`src/rtl/ddr3_write_issuer.sv`:
```
// Write-side request engine for the MIG 7-series UI: buffers {addr, data, mask}
// requests in a small FIFO and issues the command and write-data halves of the head entry.
module ddr3_write_issuer #(
    parameter int ADDR_WIDTH = 28,
    parameter int DATA_WIDTH = 128,
    parameter int MASK_WIDTH = 16,
    parameter int FIFO_DEPTH = 4
) (
    input  logic                  clk_166M66,
    input  logic                  mcu_sys_rst,
    input  logic                  i_init_calib_complete,
    input  logic                  i_wr_valid,
    output logic                  o_wr_ready,
    input  logic [ADDR_WIDTH-1:0] i_wr_addr,
    input  logic [DATA_WIDTH-1:0] i_wr_data,
    input  logic [MASK_WIDTH-1:0] i_wr_mask,
    output logic [ADDR_WIDTH-1:0] o_app_addr,
    output logic [2:0]            o_app_cmd,
    output logic                  o_app_en,
    input  logic                  i_app_rdy,
    output logic [DATA_WIDTH-1:0] o_app_wdf_data,
    output logic [MASK_WIDTH-1:0] o_app_wdf_mask,
    output logic                  o_app_wdf_wren,
    output logic                  o_app_wdf_end,
    input  logic                  i_app_wdf_rdy,
    output logic                  o_busy,
    output logic                  o_wr_done
);

    localparam int PTR_W = $clog2(FIFO_DEPTH);
    localparam int CNT_W = PTR_W + 1;
    localparam logic [CNT_W-1:0] FULL_CNT = CNT_W'(FIFO_DEPTH);
    localparam logic [2:0] CMD_WRITE = 3'b000;

    // Progress of the head entry; CMD_PEND means the data beat is already accepted.
    typedef enum logic [1:0] {
        ST_EMPTY,
        ST_BOTH_PEND,
        ST_CMD_PEND,
        ST_DATA_PEND
    } head_state_t;

    logic [ADDR_WIDTH-1:0] fifo_addr [FIFO_DEPTH];
    logic [DATA_WIDTH-1:0] fifo_data [FIFO_DEPTH];
    logic [MASK_WIDTH-1:0] fifo_mask [FIFO_DEPTH];

    logic [PTR_W-1:0] wr_ptr;
    logic [PTR_W-1:0] rd_ptr;
    logic [CNT_W-1:0] count;
    head_state_t      state;
    head_state_t      state_next;

    logic head_valid;
    logic issue_ok;
    logic cmd_done;
    logic data_done;
    logic cmd_hs;
    logic data_hs;
    logic push;
    logic pop;

    assign head_valid = (count != '0);
    assign issue_ok   = head_valid & i_init_calib_complete;
    assign cmd_done   = (state == ST_DATA_PEND);
    assign data_done  = (state == ST_CMD_PEND);

    assign o_wr_ready = (count != FULL_CNT);
    assign o_busy     = head_valid;
    assign o_app_cmd  = CMD_WRITE;

    assign push    = i_wr_valid & o_wr_ready;
    assign cmd_hs  = o_app_en & i_app_rdy;
    assign data_hs = o_app_wdf_wren & i_app_wdf_rdy;
    assign pop     = head_valid & (cmd_done | cmd_hs) & (data_done | data_hs);

    // NOTE: storage carries no reset; count alone decides which entries are meaningful.
    always_ff @(posedge clk_166M66) begin
        if (push) begin
            fifo_addr[wr_ptr] <= i_wr_addr;
            fifo_data[wr_ptr] <= i_wr_data;
            fifo_mask[wr_ptr] <= i_wr_mask;
        end
    end

    // NOTE: non-blocking assignments so every register samples pre-edge values.
    always_ff @(posedge clk_166M66 or posedge mcu_sys_rst) begin
        if (mcu_sys_rst) begin
            wr_ptr    <= '0;
            rd_ptr    <= '0;
            count     <= '0;
            o_wr_done <= 1'b0;
        end else begin
            o_wr_done <= pop;
            if (push) wr_ptr <= wr_ptr + PTR_W'(1);
            if (pop)  rd_ptr <= rd_ptr + PTR_W'(1);
            case ({push, pop})
                2'b10:   count <= count + CNT_W'(1);
                2'b01:   count <= count - CNT_W'(1);
                default: count <= count;
            endcase
        end
    end

    always_ff @(posedge clk_166M66 or posedge mcu_sys_rst) begin
        if (mcu_sys_rst) begin
            state <= ST_EMPTY;
        end else begin
            state <= state_next;
        end
    end

    // NOTE: defaults first so no path through the case can infer a latch.
    always_comb begin
        state_next = state;
        case (state)
            ST_EMPTY: begin
                if (push) state_next = ST_BOTH_PEND;
            end
            default: begin
                if (pop) begin
                    // A following entry starts fresh with both halves pending.
                    state_next = ((count > CNT_W'(1)) || push) ? ST_BOTH_PEND : ST_EMPTY;
                end else if (state == ST_BOTH_PEND) begin
                    if (cmd_hs)       state_next = ST_DATA_PEND;
                    else if (data_hs) state_next = ST_CMD_PEND;
                end
            end
        endcase
    end

    always_comb begin
        o_app_en       = issue_ok & ~cmd_done;
        o_app_wdf_wren = issue_ok & ~data_done;
        o_app_wdf_end  = o_app_wdf_wren;
        o_app_addr     = '0;
        o_app_wdf_data = '0;
        o_app_wdf_mask = '0;
        if (head_valid) begin
            o_app_addr     = fifo_addr[rd_ptr];
            o_app_wdf_data = fifo_data[rd_ptr];
            o_app_wdf_mask = fifo_mask[rd_ptr];
        end
    end

endmodule

```
`config.mk`:
```
export PLATFORM = sky130hd
export DESIGN_NAME = ddr3_write_issuer
export DESIGN_NICKNAME = d
export VERILOG_FILES = /design/src/rtl/ddr3_write_issuer.sv
export SDC_FILE = /design/constraint.sdc
export NUM_CORES = 1
export LEC_CHECK = 0
export BUFFER_PORTS_ARGS = -buffer_cell sky130_fd_sc_hd__buf_2
export CAP_MARGIN = 20
export CORE_MARGIN = 2
export CORE_UTILIZATION = 50
export CTS_CLUSTER_SIZE = 14
export DETAILED_ROUTE_END_ITERATION = 12
export GPL_ROUTABILITY_DRIVEN = 1
export PLACE_DENSITY = 0.76
export SYNTH_ARGS = -nofsm -noshare
export SYNTH_HDL_FRONTEND = slang
export SYNTH_SLANG_ARGS = --single-unit
export TNS_END_PERCENT = 5
```
`constraint.sdc`:
```
create_clock -name clk_166M66 -period 14.4 [get_ports clk_166M66]
set_input_delay 2.16 -clock clk_166M66 [delete_from_list [all_inputs] [get_ports clk_166M66]]
set_output_delay 2.16 -clock clk_166M66 [all_outputs]
set_load 0.02 [all_outputs]
```
==> results of run 1 <==
==> routing by layer <==
layer  up-vias  global-route usage (%)  part of all wire [%]
met3        98                    5.42                   7.6
met4        16                    6.60                   2.4
met2       425                    30.5                    50
met1      6629                    26.0                    40
li1       5535                       -                     -
met5         -                       0                  0.19
==> worst max-delay path, cell delays in order (launching register included) <==
cell     delay, ns
dfrtp_4       1.02
buf_4         0.86
buf_4         0.75
mux4_2        0.60
and2_1        0.18
buf_2         0.17
==> power groups by stage <==
stage	sequential, W	combinational (W)	clock [W]
after CTS	0.00285	0.00249	0.00173
after floorplan	0.00285	0.00184	0
after global routing	0.00288	0.00261	0.00181
final	0.00284	0.00245	0.00169
after global placement	0.00286	0.00247	0
after detailed placement	0.00289	0.00248	0
==> flip-flops by register name, indices dropped and copies added, names as in the netlist <==
register / cells
wr_ptr: 2
fifo_addr: 112
count: 3
fifo_mask: 64
fifo_data: 512
state: 2
rd_ptr: 2
o_wr_done: 1
==> stage by stage <==
step / setup WS (ns) / area [sq um]
after global routing: 7.48 / 31200
after detailed placement: 8.37 / 29000
after global placement: 8.37 / 29000
final: 7.96 / 31200
after floorplan: 7.70 / 26800
after CTS: 7.70 / 31200
==> layout make-up <==
cell class	count	area share, %
Sequential cell	698	67.0
Multi-Input combinational cell	400	17.2
Timing Repair Buffer	369	6.03
Clock buffer	94	5.97
Tap cell	688	2.76
Clock inverter	35	0.882
Inverter	8	0.0963
Antenna cell	6	0.0481
==> synthesized netlist by cell type <==
master	n
a21oi_1	4
a22oi_1	2
a31oi_1	1
a32oi_1	1
and2_0	1
and2_1	173
and3_1	4
buf_1	6
buf_12	11
buf_2	13
buf_4	4
buf_6	8
clkbuf_1	21
conb_1	1
dfrtp_1	10
edfxtp_1	688
ha_1	9
inv_1	8
mux2i_1	1
mux4_2	172
nand2_1	6
nand2b_1	1
nand3_1	2
nor2_1	6
nor2b_1	1
o21ai_0	6
o22ai_1	1
xnor2_1	4
xor2_1	2
==> cells by family (layout without fill, tap and decap cells) <==
kind of cell               Yosys count  after routing
muxes                              173            173
and+or+nand+nor                    194            194
buffers and inverters               71            506
adders and majority gates            9              9
xor gates and xnor gates             6              6
DFF                                698            698
AOI/OAI and AO/OA                   15             15
other                                1              9
==> worst paths after layout <==
check	endpoint	startpoint
worst min register to register	count[2]	count[2]
worst max register to register	fifo_mask[0][5]	count[0]
min in group asynchronous	count[1]	mcu_sys_rst
max in group asynchronous	rd_ptr[0]	mcu_sys_rst
worst max-delay path	o_app_wdf_data[28]	rd_ptr[0]
worst min-delay path	count[2]	count[2]
==> impl_metrics.py, run 1 <==
metrics = {
    "floorplan": {
        "die_area_sq_um": 55400,
        "die_height_um": 235,
        "core.rowCount": 84,
        "core_sq_um": 52800,
        "io-pin-count": 359,
        "die_x_um": 235,
        "start_util_pct": 50.7,
    },
    "drt": {
        "avgViaCountPerCell": 5.53,
        "dr.pass1.iters": 5,
        "wl_per_cell_um": 23.0,
        "drt_iter0_markers": 807,
        "drc_errors": 0,
        "wl_mm": 52.8,
        "vias": 12703,
        "antenna_left": 0,
    },
    "timing": {
        "min_period_ns": 6.44,
        "timing.final.max_slew_violations": 0,
        "clock_skew_ns": 0.0144,
        "setup_viol": 0,
        "fmax_ghz": 0.155,
        "maxSlewHeadroom_pct": 27.1,
        "grt_setup_unrepaired": "no",
        "period_share_pct": 44.7,
        "finalSetupTns_ns": 0,
        "tightest_slew_ns": 1.09,
        "timing.hold.ws_ns": 0.523,
        "hold_viol": 0,
    },
    "clocking": {
        "cts_tree": "built",
        "cts.htree.levels": 3,
        "cts_root_buf": "clkbuf_16",
        "cts_made_buffers": 71,
        "cts_setup_buffers": 0,
        "path_clk_slew_ns": 0.06,
        "hold_buffers": 0,
        "insertion_delay_ns": 0.61,
        "cts.sink_count": 698,
        "cts_buffer_depth": 3,
        "cts_resized": 0,
    },
    "power_and_ir_drop": {
        "pwr-share-seq_pct": 40.7,
        "power.share.switching_pct": 33.5,
        "p_int_w": 0.00464,
        "power_frac_clock_pct": 24.2,
        "p_per_area_nw_per_um2": 224,
        "cellLeakagePower_nw": 10.7,
        "p_comb_share_pct": 35.0,
        "ir_worst_vdd_v": 0.000147,
        "switchingPower_w": 0.00234,
        "finalPower_w": 0.00698,
    },
    "hold_path": {
        "worstHoldPathType": "register to register",
        "holdPathStages": 1,
    },
    "worst_setup_path": {
        "cp.required_ns": 12.24,
        "critical_path.max_fanout": 48,
        "arrival_ns": 4.28,
        "critPathLaunchType": "register",
        "end_kind": "primary output",
        "critical_path_class": "register to primary output",
        "r2r_slack_ns": 11.22,
        "r2r_cells": 5,
    },
    "layout": {
        "final_core_util_pct": 59.1,
        "synthToLayoutAreaGrowth_pct": 16.6,
        "seqCellArea_sq_um": 20900,
        "fin_cells": 2298,
        "n_fill_cell": 3754,
        "layout.nets": 1735,
        "multi_input_area_sq_um": 5360,
        "drive_gt1_share_pct": 39.9,
        "final_cell_mix": "688 x edfxtp_1, 355 x buf_2, 173 x and2_1",
        "final_common_cell": "edfxtp_1",
    },
    "synthesis": {
        "ys_seq_area_share_pct": 78.1,
        "synthMuxAreaShare_pct": 14.5,
        "synth_seq_cells": 698,
        "synth.avg_cell_area_sq_um": 22.9,
        "synth-xor-area-share_pct": 0.196,
        "synth_fa_ha_area_share_pct": 0.421,
        "ys_types": 29,
        "synth_top_area_share_pct": 77.2,
        "syn_area_sq_um": 26800,
        "synth_cells": 1167,
        "synth-compound-area-share_pct": 0.323,
        "synth_top_family_by_area": "multiplexers",
        "yosysWarnings": 0,
        "synth-simple-area-share_pct": 4.41,
        "yosys.area.top_type": "edfxtp_1",
        "synthTopCellsByArea": "edfxtp_1 77%, mux4_2 14%, and2_1 4.0%, dfrtp_1 0.93%, buf_12 0.82%",
    },
    "global_route": {
        "grt_use_total_pct": 19.3,
        "grt_pass1_wl_mm": 80.6,
        "grt_overflow": 0,
        "first_global_vias": 13449,
        "antenna_found_initial": 14,
        "grt_start_max_net_pins": 96,
    },
    "placed_design": {
        "dp.cells": 2163,
        "gp_congestion": 0.743,
        "portBuffers": 355,
        "place_hpwl_mm": 30.9,
    },
    "run_status": {
        "outcome": "complete, no violations",
    },
    "flow_run": {
        "drv_cap": 0,
    },
}
Note: power is estimated with default switching activity, not from simulation.
==> run 2: changes to the inputs <==
- clock period: 14.4 -> 6.1 ns (I/O delays scaled with it)
==> run 2 against run 1 <==
Against the previous run: die area is the same; non-clock buffer count stayed put; combinational power increased by 140%; critical path type unchanged; largest cell class unchanged.
==> impl_metrics.py, run 2 (same netlist as run 1, synthesis figures left out) <==
metrics = {
    "run_status": {
        "outcome": "complete, no violations",
    },
    "clocking": {
        "cts.sink_count": 698,
        "insertion_delay_ns": 0.59,
        "path_clk_slew_ns": 0.06,
        "cts_setup_buffers": 0,
        "cts_resized": 0,
        "cts_buffer_depth": 3,
        "cts_made_buffers": 71,
        "cts.htree.levels": 3,
        "hold_buffers": 0,
        "cts_root_buf": "clkbuf_16",
        "cts_tree": "built",
    },
    "global_route": {
        "first_global_vias": 13330,
        "grt_overflow": 0,
        "grt_use_total_pct": 19.1,
        "grt_pass1_wl_mm": 79.9,
        "grt_start_max_net_pins": 95,
        "antenna_found_initial": 12,
    },
    "drt": {
        "wl_mm": 52.1,
        "antenna_left": 0,
        "avgViaCountPerCell": 5.48,
        "dr.pass1.iters": 5,
        "drt_iter0_markers": 868,
        "wl_per_cell_um": 22.7,
        "vias": 12574,
        "drc_errors": 0,
    },
    "floorplan": {
        "core_sq_um": 52800,
        "core.rowCount": 84,
        "die_height_um": 235,
        "start_util_pct": 50.7,
        "die_area_sq_um": 55400,
        "io-pin-count": 359,
        "die_x_um": 235,
    },
    "timing": {
        "setup_viol": 0,
        "min_period_ns": 4.24,
        "hold_viol": 0,
        "tightest_slew_ns": 1.03,
        "timing.final.max_slew_violations": 0,
        "period_share_pct": 69.5,
        "maxSlewHeadroom_pct": 31.0,
        "grt_setup_unrepaired": "no",
        "fmax_ghz": 0.236,
        "clock_skew_ns": 0.0166,
        "finalSetupTns_ns": 0,
    },
    "layout": {
        "layout.nets": 1735,
        "synthToLayoutAreaGrowth_pct": 17.2,
        "drive_gt1_share_pct": 40.4,
        "final_cell_mix": "688 x edfxtp_1, 355 x buf_2, 173 x and2_1",
        "largest_reg_flops": 512,
        "final_core_util_pct": 59.5,
        "final_common_cell": "edfxtp_1",
        "reg.largest.list": "fifo_data x512, fifo_addr x112, fifo_mask x64",
        "fin_area_sq_um": 31400,
        "regMostFlops": "fifo_data",
    },
    "worst_setup_path": {
        "arrival_ns": 3.33,
        "critical_path_class": "register to primary output",
        "end_kind": "primary output",
        "critical_path.max_fanout": 94,
        "critPathLaunchType": "register",
        "cp.required_ns": 5.18,
    },
    "placed_design": {
        "dpl_cell_area_sq_um": 29100,
        "portBuffers": 355,
        "place_hpwl_mm": 30.4,
        "gp_congestion": 0.742,
    },
    "power_and_ir_drop": {
        "ir_worst_vdd_v": 0.000395,
        "p_per_area_nw_per_um2": 530,
        "cellLeakagePower_nw": 10.8,
    },
    "hold_path": {
        "worstHoldPathType": "input port to asynchronous set/reset pin",
    },
    "flow_run": {
        "drv_cap": 0,
    },
}
## run 2: final cells by class
type,instances,area [sq um]
diodes,6,15.0
clock buffers,89,1910
clock inverters,36,320
fillers,3712,21400
inverters,8,30.0
multi-input cells,400,5360
flip-flops and latches,698,20900
well taps,688,861
repair buffers,369,1970
## run 2: critical path: stages (launching register included)
cell and delay, ns:
dfrtp_1 0.44, inv_1 0.10, ha_1 0.25, nand2b_4 0.69, buf_4 0.64, and2_1 0.23, buf_2 0.18
## run 2: where the power goes
| group | internal (W) | total [W] | switching, W |
|---|---|---|---|
| Clock | 0.00243 | 0.00415 | 0.00171 |
| Combinational | 0.00240 | 0.00584 | 0.00344 |
| Sequential | 0.00632 | 0.00666 | 0.000336 |
## run 2: metal layers
layer | track usage, % | vias to the layer above | part of all wire (%)
li1 | - | 5533 | -
met1 | 25.2 | 6520 | 40
met2 | 30.8 | 401 | 50
met3 | 5.55 | 104 | 7.2
met4 | 6.23 | 16 | 2.4
met5 | 0 | - | 0.18
## run 2: worst paths after layout
path	from	endpoint	slack, ns	depth (start not counted)
max	count[0]	o_app_wdf_mask[12]	1.86	6
min	mcu_sys_rst	wr_ptr[0]	0.30	2
max reg2reg	count[0]	count[2]	2.91	9
min reg2reg	count[1]	count[1]	0.55	2
max in group asynchronous	mcu_sys_rst	rd_ptr[0]	5.46	2
min in group clk_166M66	i_wr_data[119]	fifo_data[2][119]	0.53	1
## run 2: metrics by stage
| stage | total power, W | setup WS [ns] | instances | hold WS (ns) |
|---|---|---|---|---|
| detailed placement | 0.0127 | 2.50 | 2163 | 0.534 |
| finish | 0.0166 | 1.86 | 2294 | 0.301 |
| floorplan | 0.0111 | 0.621 | 1169 | 0.476 |
| global route | 0.0174 | 1.65 | 2290 | 0.318 |
| CTS | 0.0169 | 1.79 | 2288 | 0.273 |
| global placement | 0.0126 | 2.62 | 2163 | 0.514 |
==> run 3: changes to the inputs <==
- ABC_AREA: default -> 1
- PLACE_DENSITY: 0.76 -> 0.78
- clock period: 6.1 -> 3.76 ns (I/O delays scaled with it)
==> run 3 against run 2 <==
Against the previous run: clock power rose by 62%; die area rose by 1.7%; routed wire length rose by 22%; via count rose by 41%; non-clock buffer count rose by 25; first-iteration DRC count rose by 80%; total power rose by 75%; clock skew rose by 0.0028 ns; design area rose by 2.2%; critical path type unchanged; largest cell class unchanged.
==> impl_metrics.py, run 3 <==
metrics = {
    "run_status": {
        "outcome": "complete, no violations",
    },
    "power_and_ir_drop": {
        "ir_worst_vdd_v": 0.000677,
        "p_per_area_nw_per_um2": 907,
        "cellLeakagePower_nw": 11.4,
    },
    "clocking": {
        "cts_root_buf": "clkbuf_16",
        "cts_buffer_depth": 3,
        "cts_tree": "built",
        "path_clk_slew_ns": 0.06,
        "insertion_delay_ns": 0.60,
        "cts_resized": 0,
        "cts_made_buffers": 71,
        "cts.sink_count": 698,
        "cts.htree.levels": 3,
    },
    "drt": {
        "dr.pass1.iters": 5,
        "antenna_left": 0,
        "wl_per_cell_um": 19.8,
        "vias": 17707,
        "drt_iter0_markers": 1561,
        "drc_errors": 0,
        "wl_mm": 63.5,
        "avgViaCountPerCell": 5.51,
    },
    "synthesis": {
        "synth_seq_cells": 698,
        "synth_cells": 2119,
        "ys_types": 25,
        "synth_edf_count": 688,
        "synth_top_area_share_pct": 75.9,
        "synth_flop_cell": "edfxtp_1",
        "synthTopCellsByArea": "edfxtp_1 76%, nor2_1 9.7%, o21ai_0 5.7%, a21oi_1 3.2%, dfrtp_1 0.92%",
        "ys_seq_area_share_pct": 76.8,
        "yosys.area.top_type": "edfxtp_1",
        "synth.most_common_cell": "nor2_1",
        "synth_async_sr_flop_share_pct": 1.43,
        "syn_area_sq_um": 27200,
        "yosysWarnings": 0,
        "synthTopCellsByCount": "703 x nor2_1, 688 x edfxtp_1, 308 x o21ai_0, 174 x a21oi_1, 46 x clkbuf_1",
        "synth.avg_cell_area_sq_um": 12.8,
    },
    "timing": {
        "setup_viol": 0,
        "min_period_ns": 3.27,
        "grt_setup_unrepaired": "no",
        "clock_skew_ns": 0.0194,
        "hold_viol": 0,
        "finalSetupTns_ns": 0,
        "maxSlewHeadroom_pct": 30.6,
        "period_share_pct": 86.9,
        "tightest_slew_ns": 1.04,
        "timing.hold.ws_ns": 0.176,
        "fmax_ghz": 0.306,
        "timing.final.max_slew_violations": 0,
        "fin_ws_ns": 0.491,
    },
    "worst_setup_path": {
        "critical_path_class": "register to primary output",
        "r2r_slack_ns": 1.36,
        "end_kind": "primary output",
        "arrival_ns": 2.71,
        "critical_path.max_fanout": 132,
        "critPathLaunchType": "register",
        "cp.required_ns": 3.20,
    },
    "placed_design": {
        "portBuffers": 355,
        "place_hpwl_mm": 35.9,
        "dp.cells": 3075,
        "post-place-ws_ns": 1.08,
        "dpl_cell_area_sq_um": 29800,
        "gp_congestion": 0.848,
    },
    "floorplan": {
        "die_height_um": 237,
        "core_sq_um": 53800,
        "core.rowCount": 85,
        "die_x_um": 237,
        "start_util_pct": 50.6,
        "die_area_sq_um": 56300,
        "io-pin-count": 359,
    },
    "layout": {
        "final_common_cell": "nor2_1",
        "n_fill_cell": 4050,
        "fin_area_sq_um": 32100,
        "largest_reg_flops": 512,
        "layout.nets": 2640,
        "multi_input_area_sq_um": 5650,
        "final_cell_mix": "699 x nor2_1, 688 x edfxtp_1, 355 x buf_2",
        "fin_cells": 3213,
        "drive_gt1_share_pct": 20.3,
        "regMostFlops": "fifo_data",
        "synthToLayoutAreaGrowth_pct": 17.9,
        "seqCellArea_sq_um": 20900,
        "reg.largest.list": "fifo_data x512, fifo_addr x112, fifo_mask x64",
    },
    "global_route": {
        "grt_overflow": 0,
        "grt_use_total_pct": 22.1,
        "grt_pass1_wl_mm": 96.7,
        "first_global_vias": 17664,
        "antenna_found_initial": 19,
        "grt_start_max_net_pins": 177,
    },
    "flow_run": {
        "drv_cap": 0,
    },
    "hold_path": {
        "worstHoldPathType": "input port to register",
    },
}
## run 3: per-layer routing
metal | track usage (%) | vias to the layer above | part of all wire, %
met3 | 5.63 | 145 | 8.5
met5 | 0 | - | 0.14
met1 | 27.1 | 8602 | 38
li1 | - | 8209 | -
met4 | 9.28 | 14 | 3.1
met2 | 37.4 | 737 | 50
## run 3: cells by family after synthesis
group	synth area share, %
fa+ha+maj	0.414
buf+inv	2.71
other cells	0.0138
xor+xnor	0.193
compound gates	9.69
simple gates	10.2
flops	76.8
## run 3: area by class of cell
cell class	count	share of cell area (%)
Clock inverter	35	1.02
Clock buffer	89	5.91
Timing Repair Buffer	394	7.12
Multi-Input combinational cell	1267	17.6
Tap cell	696	2.71
Inverter	21	0.293
Antenna cell	13	0.101
Sequential cell	698	65.2
## run 3: repair_timing
item | in CTS | in global routing
buffers inserted | 0 | 0
hold endpoints to repair | 10 | 0
hold buffers | 1 | 0
## run 3: critical path: stages (launching register included)
cell and delay, ns:
dfrtp_4 0.53, inv_8 0.48, buf_4 0.47, o21ai_0 0.15, a21oi_1 0.20, buf_2 0.20
## run 3: path summary, 6_finish.rpt
check | endpoint | depth (start not counted) | start
setup / recovery | o_app_wdf_data[83] | 5 | rd_ptr[0]
hold / removal | fifo_addr[0][5] | 1 | i_wr_addr[5]
setup reg to reg | fifo_data[2][63] | 6 | count[0]
hold reg to reg | count[1] | 2 | count[1]
max in group asynchronous | rd_ptr[1] | 3 | mcu_sys_rst
min in group asynchronous | state[1] | 3 | mcu_sys_rst
## run 3: power by group
part	total (W)	internal (W)	switching (W)	leakage, nW
registers	0.0107	0.0103	0.000428	6.42
logic	0.0117	0.00337	0.00831	3.91
clock network	0.00673	0.00388	0.00285	1.08
total	0.0291	0.0175	0.0116	11.4
## run 3: stage by stage
stage               utilization, %  total power [W]
floorplan                        -           0.0185
global placement              55.4           0.0221
detailed placement            55.4           0.0224
CTS                           59.5           0.0292
global route                  59.6           0.0306
finish                        59.6           0.0291
